<file path="src/rtl/mul_shift_add_fsm.sv">
// rtl/mul_shift_add_fsm.sv - unsigned shift-and-add multiplier FSM (optional MUL_EARLY_EXIT_EN early exit)
module mul_shift_add_fsm #(
    parameter int N = 8
) (
    input  logic             clk,
    input  logic             reset_n,
    input  logic             start,
    input  logic [N-1:0]     multiplicand,
    input  logic [N-1:0]     multiplier,
    output logic [2*N-1:0]   product,
    output logic             ready,
    output logic             busy
);
    localparam int IW = $clog2(N + 1);

    typedef enum logic [2:0] {
        ESPERA  = 3'd0,
        INICIO  = 3'd1,
        TESTA   = 3'd2,
        SOMA    = 3'd3,
        DESLOCA = 3'd4
    } state_t;

    state_t          state;
    state_t          state_nx;
    logic [N:0]      a;
    logic [N-1:0]    q;
    logic [N-1:0]    m;
    logic [IW-1:0]   i;
    logic [IW-1:0]   i_inc;
    logic            last;

    assign i_inc   = i + 1'b1;
    assign last    = (i_inc == IW'(N));
    assign product = {a[N-1:0], q};
    assign busy    = (state != ESPERA);

`ifdef MUL_EARLY_EXIT_EN
    // R tracks the multiplier bits still to be consumed; once empty the
    // remaining iterations would only shift, so they are folded into one edge.
    logic [N-1:0]    r;
    logic            r_zero;
    logic [2*N:0]    aq_skip;
    assign r_zero  = (r == '0);
    assign aq_skip = {a, q} >> (IW'(N) - i);
`endif

    always_ff @(posedge clk or negedge reset_n) begin
        if (!reset_n) begin
            state <= ESPERA;
        end else begin
            state <= state_nx;
        end
    end

    always_comb begin
        state_nx = ESPERA;
        case (state)
            ESPERA:  state_nx = start ? INICIO : ESPERA;
            INICIO:  state_nx = TESTA;
            TESTA: begin
`ifdef MUL_EARLY_EXIT_EN
                if (r_zero)
                    state_nx = ESPERA;
                else
`endif
                state_nx = q[0] ? SOMA : DESLOCA;
            end
            SOMA:    state_nx = DESLOCA;
            DESLOCA: state_nx = last ? ESPERA : TESTA;
            default: state_nx = ESPERA;
        endcase
    end

    always_ff @(posedge clk or negedge reset_n) begin
        if (!reset_n) begin
            a     <= '0;
            q     <= '0;
            m     <= '0;
            i     <= '0;
            ready <= 1'b0;
`ifdef MUL_EARLY_EXIT_EN
            r     <= '0;
`endif
        end else begin
            case (state)
                ESPERA: begin
                    ready <= 1'b0;
                end
                INICIO: begin
                    a <= '0;
                    q <= multiplier;
                    m <= multiplicand;
                    i <= '0;
`ifdef MUL_EARLY_EXIT_EN
                    r <= multiplier;
`endif
                end
                TESTA: begin
`ifdef MUL_EARLY_EXIT_EN
                    if (r_zero) begin
                        {a, q} <= aq_skip;
                        ready  <= 1'b1;
                    end
`endif
                end
                SOMA: begin
                    a <= a + {1'b0, m};
                end
                DESLOCA: begin
                    {a, q} <= {1'b0, a, q[N-1:1]};
                    i      <= i_inc;
`ifdef MUL_EARLY_EXIT_EN
                    r      <= r >> 1;
`endif
                    if (last) begin
                        ready <= 1'b1;
                    end
                end
                default: begin
                    ready <= 1'b0;
                end
            endcase
        end
    end
endmodule

</file>
<file path="config.mk">
export PLATFORM = sky130hd
export DESIGN_NAME = mul_shift_add_fsm
export DESIGN_NICKNAME = d
export VERILOG_FILES = /design/src/rtl/mul_shift_add_fsm.sv
export SDC_FILE = /design/constraint.sdc
export NUM_CORES = 1
export LEC_CHECK = 0
export ABC_AREA = 1
export BUFFER_PORTS_ARGS = -buffer_cell sky130_fd_sc_hd__buf_2
export CORE_ASPECT_RATIO = 0.9
export CORE_MARGIN = 4
export CORE_UTILIZATION = 59
export CTS_CLUSTER_DIAMETER = 120
export DETAILED_ROUTE_END_ITERATION = 12
export PLACE_DENSITY = 0.89
export SLEW_MARGIN = 20
export SYNTH_ARGS = -nofsm -noshare
export SYNTH_HDL_FRONTEND = slang
export SYNTH_SLANG_ARGS = --single-unit
export TNS_END_PERCENT = 10
</file>
<file path="constraint.sdc">
create_clock -name clk -period 4.3 [get_ports clk]
set_input_delay 0.43 -clock clk [delete_from_list [all_inputs] [get_ports clk]]
set_output_delay 0.43 -clock clk [all_outputs]
set_load 0.01 [all_outputs]
</file>
==> reports/metrics.csv <==
metric,value,unit
synth_top_cell_by_area,dfrtp_1,
port_buffers,36,
hold_viol_final,0,
fp.dieH,61.4,microns
final_layout_size_suffix_gt1_share,25.2,%
drv_slew,0,
yosysMostFrequentCell,nand2_1,
cts.repair.resized,0,
grt_pass1_wl,5890,microns
clk_path_buf_depth,2,
crit_fanout,4,
fp.dieArea,0.00413,sq mm
arrival,1.91,ns
finalWorstSetupSlack,2.60,ns
ys_types,31,
synthFlopType,dfrtp_1,
switching_share,43.3,%
gp_congestion,0.840,
clk_latency,0.32,ns
crit_type,reg -> reg,
ios,37,
synth_seq_area_share,44.2,%
hold_class,in -> async,
netlist_top_cells_count,"nand2_1, dfrtp_1, inv_1, nor2_1, nand3_1",
status,completed,
synthCells,218,
peakVddDrop,0.000356,V
syn2layout_area_growth,12.0,%
grt_pass1_vias,1383,
clkSinkCount,33,
synth_warnings,0,
yosys.area.top_type_share,44.2,%
finalCritPeriodShare,39.4,%
drt-total-wl,3570,microns
grt_antenna_before_repair,0,
via_count,1512,
tightestPinTransition,0.706,ns
grt-ovfl-total,0,
pre_cts_ws,2.62,ns
rsz0062_at_grt,false,
drtAntennaViolNets,0,
p_int,0.000891,W
grt_max_degree,34,
slew_headroom,52.9,%
p_sw,0.000681,W
synthesis.area,0.00187,sq mm
avgViaCountPerCell,5.18,
numCtsBuffers,5,
cts_setup_buffers,0,
synth.ff_latch_count,33,
track_usage,18.7,%
cap_violations,0,
root_buffer,clkbuf_4,
nets,278,
clock_power_share,15.2,%
place_hpwl,2620,microns
post-place-cells,284,
rows,19,
required,4.51,ns
instances_no_fill,292,
core,0.00304,sq mm
die_x,67.3,microns
comb_power_share,50.2,%
finalWorstPathRequiredPeriod,1.70,ns
async_reset_ff_share,100,%
htree_levels,2,
drt_iter0_markers,125,
synth.net_count,247,
n_fill_cell,251,
crit_path_start_kind,flop,
worst_clock_skew,0.0132,ns
cts_tree,yes,
setup_tns,0,ns
seqCellArea,826,sq um
drc,0,
synth_area_leaders,"dfrtp_1, nand2_1, ha_1",
p_leak,1.12,nW
synth-edff-count,0,
power_density,751,mW/mm^2
cts.clk_slew.worst_paths,0.11,ns
p_seq_share,34.6,%
dr.pass1.iters,4,
timing.fmax,0.590,GHz
syn_area_per_cell,8.57,sq um
diodes,0,
routedWlPerCell,12.2,microns
initial_core_util,61.4,%
hold_buffers,0,
utilization,68.8,%
final-setup-viol-count,0,
multi_input_area,853,sq um
worstSetupEndpointType,flop,
## cell usage in the layout, fill, tap and decap left out, types with 2 or more instances in the layout
master,n
inv_1,22
inv_2,4
nand3b_1,2
dfrtp_1,33
mux2_2,7
nand2_2,2
clkbuf_4,5
nand3_1,18
o22ai_1,8
buf_2,36
o21ai_0,2
nand2_4,2
ha_1,9
or2_2,2
nor2_1,22
nand2_1,51
a21oi_1,7
o211ai_1,3
## sequential cells by signal, summed over array words and instances (netlist names)
register,flops
a,9
m,8
q,8
state,3
ready,1
i,4
## metrics by stage
step                      power (W)  area [sq um]  hold WS (ns)
after floorplan             0.00117          1870         0.134
after global placement      0.00131          2010         0.487
after detailed placement    0.00133          2010         0.499
after CTS                   0.00158          2090         0.172
after global routing        0.00172          2090         0.202
final                       0.00157          2090         0.148
## power by group through the flow
stage	Combinational, W	Sequential (W)	Clock, W
floorplan	0.000622	0.000547	0
global placement	0.000762	0.000545	0
detailed placement	0.000780	0.000550	0
CTS	0.000790	0.000544	0.000244
global route	0.000890	0.000563	0.000262
finish	0.000789	0.000544	0.000240
## worst paths after layout
kind / to / slack, ns / cells after the start / startpoint
worst max-delay path: a[6] / 2.60 / 11 / a[0]
worst min-delay path: m[5] / 0.15 / 1 / reset_n
worst max register to register: a[6] / 2.60 / 11 / a[0]
worst min register to register: m[4] / 0.51 / 1 / m[4]
max in group asynchronous: a[4] / 3.69 / 1 / reset_n
min in group clk: m[7] / 0.33 / 2 / multiplicand[7]
## cell type report
type / instances / share of cell area (%)
clock buffers: 7 / 2.63
multi-input cells: 147 / 40.7
well taps: 42 / 2.51
inverters: 26 / 4.66
flip-flops and latches: 33 / 39.4
repair buffers: 36 / 8.60
clock inverters: 1 / 1.43
## cell families after synthesis
kind of cell	Yosys count	synth area share, %
compound gates	24	7.97
xor+xnor	2	0.937
fa+ha+maj	10	7.10
buf+inv	38	10.2
flops	33	44.2
mux	7	4.22
simple gates	104	25.4
## worst max-delay path, stage by stage, from the launching register on
cell	delay, ns
dfrtp_1	0.39
ha_1	0.17
inv_1	0.05
fa_1	0.39
inv_1	0.07
nand2_1	0.07
nand2_1	0.12
nand3_1	0.10
nand2_1	0.07
nand2_1	0.04
nand3_1	0.06
nand3_1	0.06
## metal layers
metal	up-vias	global-route usage (%)	wire (microns)
met5	-	0	0
met4	0	5.78	56
met3	6	4.20	152
met2	33	29.6	1710
met1	704	25.9	1650
li1	769	-	-
Power figures use the tool's default switching activity.
